### config.mk
export PLATFORM = sky130hd
export DESIGN_NAME = alu_muldiv
export DESIGN_NICKNAME = d
export VERILOG_FILES = /design/src/rtl/alu_muldiv.sv
export SDC_FILE = /design/constraint.sdc
export NUM_CORES = 1
export LEC_CHECK = 0
export ABC_AREA = 1
export CAP_MARGIN = 20
export CORE_UTILIZATION = 60
export CTS_BUF_LIST = sky130_fd_sc_hd__clkbuf_4 sky130_fd_sc_hd__clkbuf_8 sky130_fd_sc_hd__clkbuf_16
export CTS_CLUSTER_DIAMETER = 50
export DETAILED_ROUTE_END_ITERATION = 7
export DONT_BUFFER_PORTS = 1
export GPL_TIMING_DRIVEN = 0
export PLACE_DENSITY_LB_ADDON = 0.2
export SLEW_MARGIN = 20
export SYNTH_ARGS = -nofsm -noshare
export SYNTH_HDL_FRONTEND = slang
export SYNTH_SLANG_ARGS = --single-unit
### constraint.sdc
create_clock -name clk -period 1.35 [get_ports clk]
set_clock_uncertainty 0.15 [all_clocks]
set_input_delay 0.27 -clock clk [delete_from_list [all_inputs] [get_ports clk]]
set_output_delay 0.27 -clock clk [all_outputs]
set_load 0.005 [all_outputs]
### src/rtl/alu_muldiv.sv
// Registered ALU with valid/ready handshake and an optional iterative multiply/divide unit.
// Define ALU_MULDIV_MEXT_EN to build the M-extension datapath; otherwise every 1xxxx op returns 0.
module alu_muldiv #(
  parameter int WIDTH = 32
) (
  input  logic             clk,
  input  logic             rst_n,
  input  logic             in_valid,
  output logic             in_ready,
  input  logic [WIDTH-1:0] a,
  input  logic [WIDTH-1:0] b,
  input  logic [4:0]       alu_ctrl,
  output logic             out_valid,
  input  logic             out_ready,
  output logic [WIDTH-1:0] alu_out,
  output logic             zero
);

  localparam int SW = $clog2(WIDTH);

  typedef enum logic [1:0] {IDLE, MUL, DIV, DONE} state_t;

  state_t           state;
  logic             accept;
  logic [SW-1:0]    shamt;
  logic [WIDTH-1:0] base_res;

  assign in_ready  = (state == IDLE) || (state == DONE && out_ready);
  assign accept    = in_valid && in_ready;
  assign out_valid = (state == DONE);
  assign zero      = (alu_out == '0);
  assign shamt     = b[SW-1:0];

  always_comb begin
    base_res = '0;
    if (!alu_ctrl[4]) begin
      case (alu_ctrl[3:0])
        4'b0000: base_res = a + b;
        4'b0001: base_res = a - b;
        4'b0010: base_res = a & b;
        4'b0011: base_res = a | b;
        4'b0100: base_res = a << shamt;
        4'b0101: base_res = {{(WIDTH-1){1'b0}}, $signed(a) < $signed(b)};
        4'b0110: base_res = $signed(a) >>> shamt;
        4'b0111: base_res = a >> shamt;
        4'b1000: base_res = {{(WIDTH-1){1'b0}}, a < b};
        4'b1001: base_res = a ^ b;
        4'b1111: base_res = b;
        default: base_res = '0;
      endcase
    end
  end

`ifdef ALU_MULDIV_MEXT_EN
  localparam int CW = $clog2(WIDTH + 1);

  // acc holds {product hi, multiplier/product lo} for MUL and {remainder, quotient} for DIV
  logic [CW-1:0]      count;
  logic [2*WIDTH-1:0] acc, acc_step, prod_fix;
  logic [WIDTH-1:0]   opnd, a_mag, b_mag, div_mag, fin_res, launch_res;
  logic [WIDTH:0]     mul_sum, div_diff;
  logic [1:0]         mop;
  logic               neg, neg_init, a_neg, b_neg;
  state_t             launch_state;

  always_comb begin
    a_neg = a[WIDTH-1] && (alu_ctrl[2:0] == 3'b001 || alu_ctrl[2:0] == 3'b010 ||
                           alu_ctrl[2:0] == 3'b100 || alu_ctrl[2:0] == 3'b110);
    b_neg = b[WIDTH-1] && (alu_ctrl[2:0] == 3'b001 || alu_ctrl[2:0] == 3'b100 ||
                           alu_ctrl[2:0] == 3'b110);
    a_mag = a_neg ? -a : a;
    b_mag = b_neg ? -b : b;
    // remainder takes the dividend's sign, everything else the product/quotient sign
    neg_init = a_neg ^ (b_neg && !(alu_ctrl[2] && alu_ctrl[1]));
    launch_state = DONE;
    launch_res   = base_res;
    if (alu_ctrl[4:3] == 2'b10) begin
      if (!alu_ctrl[2])
        launch_state = MUL;
      else if (b == '0)
        launch_res = alu_ctrl[1] ? a : '1;
      else if (!alu_ctrl[0] && a == {1'b1, {(WIDTH-1){1'b0}}} && b == '1)
        launch_res = alu_ctrl[1] ? '0 : a;
      else
        launch_state = DIV;
    end
  end

  always_comb begin
    mul_sum  = {1'b0, acc[2*WIDTH-1:WIDTH]} + (acc[0] ? {1'b0, opnd} : '0);
    div_diff = acc[2*WIDTH-1:WIDTH-1] - {1'b0, opnd};
    if (state == MUL)
      acc_step = {mul_sum, acc[WIDTH-1:1]};
    else if (div_diff[WIDTH])
      acc_step = {acc[2*WIDTH-2:0], 1'b0};
    else
      acc_step = {div_diff[WIDTH-1:0], acc[WIDTH-2:0], 1'b1};
    prod_fix = neg ? -acc_step : acc_step;
    div_mag  = mop[1] ? acc_step[2*WIDTH-1:WIDTH] : acc_step[WIDTH-1:0];
    if (state == MUL)
      fin_res = (mop == 2'b00) ? prod_fix[WIDTH-1:0] : prod_fix[2*WIDTH-1:WIDTH];
    else
      fin_res = neg ? -div_mag : div_mag;
  end
`endif

  always_ff @(posedge clk or negedge rst_n) begin
    if (!rst_n) begin
      state   <= IDLE;
      alu_out <= '0;
`ifdef ALU_MULDIV_MEXT_EN
      count <= '0;
      acc   <= '0;
      opnd  <= '0;
      mop   <= '0;
      neg   <= 1'b0;
`endif
    end else if (accept) begin
`ifdef ALU_MULDIV_MEXT_EN
      state <= launch_state;
      if (launch_state == DONE)
        alu_out <= launch_res;
      count <= '0;
      acc   <= {{WIDTH{1'b0}}, alu_ctrl[2] ? a_mag : b_mag};
      opnd  <= alu_ctrl[2] ? b_mag : a_mag;
      mop   <= alu_ctrl[1:0];
      neg   <= neg_init;
`else
      state   <= DONE;
      alu_out <= base_res;
`endif
    end else if (state == DONE) begin
      if (out_ready)
        state <= IDLE;
    end
`ifdef ALU_MULDIV_MEXT_EN
    else if (state == MUL || state == DIV) begin
      acc   <= acc_step;
      count <= count + CW'(1);
      if (count == CW'(WIDTH - 1)) begin
        state   <= DONE;
        alu_out <= fin_res;
      end
    end
`endif
  end

endmodule

==> reports/qor.yml, run 1 <==
clocking:
  ctsLongestPathBuffers: 2
  cts-root-buf: "clkbuf_16"
  cts-buffers-inserted: 5
  clkSinkCount: 33
  cts-htree-levels: 2
global_routing:
  grt_pass1_wl_mm: 105
  grt_usage_pct: 72.0
  grt_pass1_vias: 17900
  grt_start_max_net_pins: 34
  overflow: 9
placed_design:
  placed_cells: 2482
  hpwl_mm: 47.6
  place_area_um2: 12000
  io_buffers: 0
  gp_congestion: 1.17
logic_synthesis:
  yosys.area.top_type_share_pct: 25.7
  synthCells: 2248
  synth-seq-cells: 33
  synth_area_um2: 11400
  ys_types: 41
  syn-num-nets: 2427
  synth_area_per_cell_um2: 5.08
  yosysWarnings: 0
  yosysMostFrequentCell: "nand2_1"
  synth_ff_type: "dfrtp_1"
  synth_seq_area_share_pct: 7.23
  synth_commonest_cells: "nand2_1 (781), nand3_1 (427), inv_1 (269)"
  async_flop_share_pct: 100
  synth.top_cells.by_area: "nand2_1 (26%), nand3_1 (19%), ha_1 (11%)"
  synth_edf_count: 0
  synth.largest_area_cell: "nand2_1"
status:
  status: "did not finish"
  haltStage: "5_1_grt"
  first-error: "[ERROR GRT-0116] Global routing finished with congestion. Check the congestion regions in the DRC Viewer."
floorplan:
  die_w_um: 140
  start_util_pct: 61.1
  ios: 108
  die_h_um: 140
  num_rows: 50
## layer usage
metal,overflow,GRT usage [%]
met1,0,73.5
met5,0,14.3
met2,4,93.2
met3,0,49.5
met4,5,72.5
## cells by family after synthesis
| logic type | count (synthesis) | synth area share [%] |
|---|---|---|
| AO/OA/AOI/OAI | 241 | 11.9 |
| adder cells (fa/ha/maj) | 106 | 11.7 |
| buffers and inverters | 382 | 13.5 |
| flip-flops | 33 | 7.23 |
| AND/OR/NAND/NOR | 1486 | 55.6 |
## per-stage QoR
step                util [%]  hold slack [ps]  TNS [ps]  worst slack, ps
floorplan                  -             -176    -24780             -839
global placement        64.2             -175    -42710            -1650
detailed placement      64.2             -175    -43830            -1680
CTS                     71.1             92.8    -25200             -874
## timing repair
item | CTS
gates resized for setup | 241
hold endpoints to repair | 33
endpoints found under the setup margin | 34
hold buffers | 2
pin swaps | 98
gates cloned | 0
buffers inserted | 33
==> inputs of run 2 (changes only) <==
==> config.mk (replaced) <==
export PLATFORM = sky130hd
export DESIGN_NAME = alu_muldiv
export DESIGN_NICKNAME = d
export VERILOG_FILES = /design/src/rtl/alu_muldiv.sv
export SDC_FILE = /design/constraint.sdc
export NUM_CORES = 1
export LEC_CHECK = 0
export ABC_AREA = 1
export CAP_MARGIN = 20
export CORE_UTILIZATION = 40
export DETAILED_ROUTE_END_ITERATION = 7
export DONT_BUFFER_PORTS = 1
export GPL_TIMING_DRIVEN = 0
export PLACE_DENSITY_LB_ADDON = 0.15
export SLEW_MARGIN = 20
export SYNTH_ARGS = -nofsm -noshare
export SYNTH_HDL_FRONTEND = slang
export SYNTH_SLANG_ARGS = --single-unit
==> constraint.sdc (replaced) <==
create_clock -name clk -period 1.76 [get_ports clk]
set_clock_uncertainty 0.15 [all_clocks]
set_input_delay 0.352 -clock clk [delete_from_list [all_inputs] [get_ports clk]]
set_output_delay 0.352 -clock clk [all_outputs]
set_load 0.005 [all_outputs]
==> run 2 against run 1 <==
Effect of this change:
- the flow now finishes, with violations (negative setup slack)
- synthesized cell count stayed put
- area after synthesis stayed put
==> reports/qor.yml, run 2 <==
status:
  status: "finished, violations left"
  violations: "negative setup slack"
placed_design:
  gp_congestion: 1.10
  place_area_um2: 12200
  io_buffers: 0
  placed_cells: 2626
  hpwl_mm: 55.3
sta:
  worst_slew_pin_slew_ps: 887
  hold_viol: 0
  finalSetupViolCount: 33
  fmax_ghz: 0.409
  period_share_pct: 139
  slew_headroom_pct: 40.9
  rsz0062_at_grt: "true"
  drv_slew: 0
  finalWorstSetupSlack_ps: -682
  fin_crit_ps: 2440
detailed_routing:
  first_pass_iters: 7
  wl_per_cell_um: 25.6
  first_iter_violations: 1982
  antenna_left: 0
  viasPerCell: 6.18
  dr_total_vias: 16600
  drt-total-wl_mm: 68.8
  route.detailed.drc: 0
power:
  ir_worst_vdd_mv: 0.436
  power_density_nw_per_um2: 437
  finalPower_mw: 6.25
  p_leak_nw: 7.60
logic_synthesis:
  yosysMostFrequentCell: "nand2_1"
  synthCells: 2248
  yosys.area.top_type_share_pct: 25.7
  async_flop_share_pct: 100
  synthMuxAreaShare_pct: 0
  synth-seq-cells: 33
  synthSimpleGateAreaFrac_pct: 55.6
  synth_commonest_cells: "nand2_1 (781), nand3_1 (427), inv_1 (269)"
  synth_compound_area_share_pct: 11.9
  ys_types: 41
  synth.largest_area_cell: "nand2_1"
  synth_seq_area_share_pct: 7.23
  synth-xor-area-share_pct: 0
  synth.top_cells.by_area: "nand2_1 (26%), nand3_1 (19%), ha_1 (11%)"
  synth_ff_type: "dfrtp_1"
  synth_area_per_cell_um2: 5.08
  yosysWarnings: 0
  synth_top_family_by_area: "simple AND/OR/NAND/NOR gates"
  syn-num-nets: 2427
  synth_edf_count: 0
  synth_area_um2: 11400
  synthAdderAreaFrac_pct: 11.7
floorplan:
  num_rows: 61
  die_h_um: 171
  die-area_um2: 29200
  start_util_pct: 40.9
  core_um2: 27900
  ios: 108
  die_w_um: 171
global_routing:
  grt_pass1_vias: 15600
  antenna_found_initial: 1
  overflow: 0
  grt_usage_pct: 46.2
  grt_start_max_net_pins: 34
  grt_pass1_wl_mm: 97.5
layout:
  regMostFlops: "alu_out"
  finalNetCount: 2488
  drive_above_1_share_pct: 20.0
  top_regs: "alu_out: 32 flops, state: 1 flops"
  final_cell_mix: "nand2_1 (677), nand3_1 (350), inv_1 (257)"
  postLayoutCellArea_um2: 14300
  syn_to_final_growth_pct: 25.3
  antennaDiodeCount: 0
  fin_cells: 2688
  fillerInstances: 3107
  final_common_cell: "nand2_1"
  largest_reg_flops: 32
min_path:
  hp-class: "primary input to flip-flop"
  whs_path_depth: 3
setup_path:
  cp_common_cell: "nand3_1"
  worstSetupStartpointType: "primary input"
  cp_top_family: "simple AND/OR/NAND/NOR gates"
  cp.depth: 10
  criticalPathCategory: "primary input to flip-flop"
  crit_chain: "buf_12 -> buf_4 -> clkbuf_1 -> o21ai_0 -> nand3_1 -> nand3_1 -> nor2_1 -> nand3_1 -> nand2_1 -> nand2_1"
  cp_max_fo: 10
  reg2reg_depth: 6
  crit_buf_inv: 3
  worst_setup_path_end_kind: "flip-flop"
  cp.required_ps: 1790
  arrival_ps: 2470
  critPathSlowestCell: "clkbuf_1"
  slowest_delay_ps: 660
clocking:
  cts-buffers-inserted: 5
  cts-htree-levels: 2
  ctsLongestPathBuffers: 2
  cts_tree: "built"
  clkSinkCount: 33
  clk_latency_ps: 280
  clkSlewWorstSetupHoldPaths_ps: 60
  cts-root-buf: "clkbuf_16"
run:
  max-cap-violations: 0
[run 2: path summary, 6_finish.rpt]
kind                                          from                       to  slack (ps)
hold / removal                         alu_ctrl[4]   alu_out[5]$_DFFE_PN0P_         100
setup reg to reg              state[0]$_DFFE_PN0P_   alu_out[2]$_DFFE_PN0P_        -160
max in group asynchronous                    rst_n   alu_out[5]$_DFFE_PN0P_         870
setup / recovery                              b[2]  alu_out[27]$_DFFE_PN0P_        -680
min in group asynchronous                    rst_n  alu_out[24]$_DFFE_PN0P_         380
hold reg to reg            alu_out[16]$_DFFE_PN0P_  alu_out[16]$_DFFE_PN0P_         380
[run 2: final cells by class]
type	instances	area, µm²	share of cell area, %
buffer	102	764	5.34
clock buffer	7	143	0.997
clock inverter	1	30.0	0.210
inverter	278	1100	7.66
multi-input combinational	1833	10500	73.3
sequential	33	827	5.78
tap	378	473	3.30
timing repair buffer	56	489	3.42
[run 2: per-stage QoR]
step                setup TNS, ps  hold WS, ps  setup WS, ps  util, %
finish                     -17370          104          -682     51.2
global route               -18770          123          -688     51.2
CTS                        -16360          118          -613     48.8
detailed placement         -38130        -93.1         -1480     43.6
global placement           -37780        -93.1         -1480     43.6
floorplan                  -14030        -93.6          -511        -
[run 2: worst min-delay path: stages]
cell,delay [ps]
nor3_2,50
o21ai_2,60
nand2_1,40
[run 2: report_power, final]
part           internal, mW  total (mW)  switching [mW]
sequential            0.824       0.904          0.0797
combinational          1.34        4.28            2.94
clock                 0.708        1.07           0.361
[run 2: repair_timing]
action | CTS | global route
setup endpoints to repair | 33 | 33
hold buffers | 2 | 0
pin swaps | 92 | 65
hold endpoints to repair | 33 | 0
resized for setup | 266 | 155
setup buffers | 38 | 16
[run 2: kinds of logic after synthesis]
group,count (synthesis)
AOI/OAI and AO/OA,241
adders and majority gates,106
buffers and inverters,382
DFF,33
and+or+nand+nor,1486
[run 2: metal layers]
metal  GRT usage (%)  wire length [µm]  share of wire [%]
met1            54.9             26300                 38
met2            74.0             30100                 44
met3            8.72              6420                9.3
met4            34.0              6060                8.8
met5               0                 0                  0
(Power assumes the default switching activity.)
==> inputs of run 3 (changes only) <==
--- a/config.mk
+++ b/config.mk
@@ -7,7 +7,7 @@
 export LEC_CHECK = 0
 export ABC_AREA = 1
 export CAP_MARGIN = 20
-export CORE_UTILIZATION = 40
+export CORE_UTILIZATION = 30
 export DETAILED_ROUTE_END_ITERATION = 7
 export DONT_BUFFER_PORTS = 1
 export GPL_TIMING_DRIVEN = 0
==> run 3 against run 2 <==
Effect of this change:
- the run still ends with negative setup slack left
- critical path depth increased by 9
- largest cell class unchanged
- core utilization decreased by 13 points
- maximum frequency up 3.1%
- cell area grew 1.0%
- worst hold slack gained 29 ps
- non-clock buffer count shrank 6
- sequential power fell by 0.6%
==> reports/qor.yml, run 3 (synthesis results as in run 2) <==
status:
  status: "finished, violations left"
  violations: "negative setup slack"
floorplan:
  die_w_um: 197
  die_h_um: 197
  core_um2: 37600
  num_rows: 71
  ios: 108
  die-area_um2: 38900
  start_util_pct: 30.4
clocking:
  cts-htree-levels: 2
  cts-root-buf: "clkbuf_16"
  ctsLongestPathBuffers: 2
  clkSinkCount: 33
  cts_tree: "built"
  clkSlewWorstSetupHoldPaths_ps: 50
  cts-buffers-inserted: 5
  clk_latency_ps: 280
detailed_routing:
  drt-total-wl_mm: 71.7
  wl_per_cell_um: 25.5
  viasPerCell: 5.75
  dr_total_vias: 16200
  route.detailed.drc: 0
  first_pass_iters: 6
  antenna_left: 0
  first_iter_violations: 1652
global_routing:
  overflow: 0
  grt_pass1_vias: 15500
  grt_start_max_net_pins: 34
  grt_pass1_wl_mm: 103
  grt_usage_pct: 36.3
  antenna_found_initial: 0
setup_path:
  arrival_ps: 2390
  cp.required_ps: 1780
  reg2reg_from: "state[0]$_DFFE_PN0P_"
  criticalPathCategory: "primary input to flip-flop"
  crit_chain: "buf_12 -> inv_6 -> clkbuf_16 -> clkbuf_16 -> ha_4 -> inv_2 -> nand2_2 -> nand2_4 -> inv_2 -> nand3_4 -> buf_6 -> nand2_4 -> nand3_4 -> nand2_4 -> nand3_2 -> nand3_2 -> nand3_2 -> nand2_2 -> nand2_1"
  r2r-end: "alu_out[6]$_DFFE_PN0P_"
  worst_setup_path_end_kind: "flip-flop"
  cp_max_fo: 7
  critPathSlowestCell: "ha_4"
  worstSetupStartpointType: "primary input"
  rrSetupSlack_ps: -240
  reg2reg_depth: 6
  slowest_delay_ps: 350
layout:
  fin_cells: 2814
  fillerInstances: 4308
  drive_above_1_share_pct: 20.8
  final_common_cell: "nand2_1"
  multi_input_area_um2: 10600
  top_regs: "alu_out: 32 flops, state: 1 flops"
  regMostFlops: "alu_out"
  seq_area_um2: 826
  finalNetCount: 2482
  postLayoutCellArea_um2: 14500
  largest_reg_flops: 32
  final_cell_mix: "nand2_1 (673), nand3_1 (355), inv_1 (251)"
  syn_to_final_growth_pct: 26.6
  antennaDiodeCount: 0
sta:
  period_share_pct: 135
  drv_slew: 0
  fmax_ghz: 0.422
  fin_crit_ps: 2370
  finalWorstSetupSlack_ps: -609
  whs_ps: 134
  worst_slew_pin_slew_ps: 861
  finalSetupViolCount: 33
  rsz0062_at_grt: "true"
  hold_viol: 0
  slew_headroom_pct: 42.6
placed_design:
  placed_cells: 2759
  gp_congestion: 1.06
  io_buffers: 0
  place_area_um2: 12300
  hpwl_mm: 58.4
power:
  p_leak_nw: 7.57
  power_density_nw_per_um2: 418
  finalPower_mw: 6.04
  ir_worst_vdd_mv: 0.426
min_path:
  hp-start: "alu_ctrl[4]"
  hp-class: "primary input to flip-flop"
  hold_end: "alu_out[5]$_DFFE_PN0P_"
  whs_path_depth: 3
run:
  max-cap-violations: 0
run 3: cell type report:
type | instances | share of cell area (%)
timing repair buffer | 51 | 2.93
inverter | 278 | 7.55
sequential | 33 | 5.71
buffer | 101 | 5.14
tap | 511 | 4.42
multi-input combinational | 1833 | 73.3
clock buffer | 7 | 0.986
run 3: how the worst max path moves through the flow:
stage | endpoint | from | cells after the start
global placement | alu_out[6]$_DFFE_PN0P_ | b[2] | 18
global route | alu_out[21]$_DFFE_PN0P_ | b[4] | 19
finish | alu_out[29]$_DFFE_PN0P_ | b[4] | 19
detailed placement | alu_out[6]$_DFFE_PN0P_ | b[2] | 18
CTS | alu_out[7]$_DFFE_PN0P_ | b[2] | 18
floorplan | alu_out[0]$_DFFE_PN0P_ | b[2] | 20
run 3: report_power, final:
group          switching (mW)  internal (mW)
sequential             0.0742          0.825
clock                   0.299          0.554
combinational            2.97           1.32
run 3: metal layers:
metal,GRT usage (%),up-vias,part of all wire (%)
met2,61.2,767,46
li1,-,7448,-
met4,20.2,0,6.9
met1,45.3,7782,41
met5,0,-,0
met3,3.65,191,6.5
run 3: timing repair:
item,4_1_cts,5_1_grt
gates resized for setup,338,110
gates cloned,0,0
setup endpoints to repair,33,33
setup buffers,43,6
hold buffers,2,0
pin swaps,131,54
endpoints found under the hold margin,33,0
run 3: stage by stage:
stage / setup TNS [ps] / worst slack [ps] / util (%)
floorplan: -14030 / -511 / -
global placement: -39920 / -1600 / 32.8
detailed placement: -40110 / -1590 / 32.8
CTS: -16040 / -627 / 37.4
global route: -19220 / -687 / 38.5
finish: -16980 / -609 / 38.5
run 3: worst max-delay path, delay by kind of cell:
kind | cells | cell delay [ps]
adder cells (fa/ha/maj) | 1 | 350
buffers and inverters | 7 | 690
AND/OR/NAND/NOR | 11 | 980
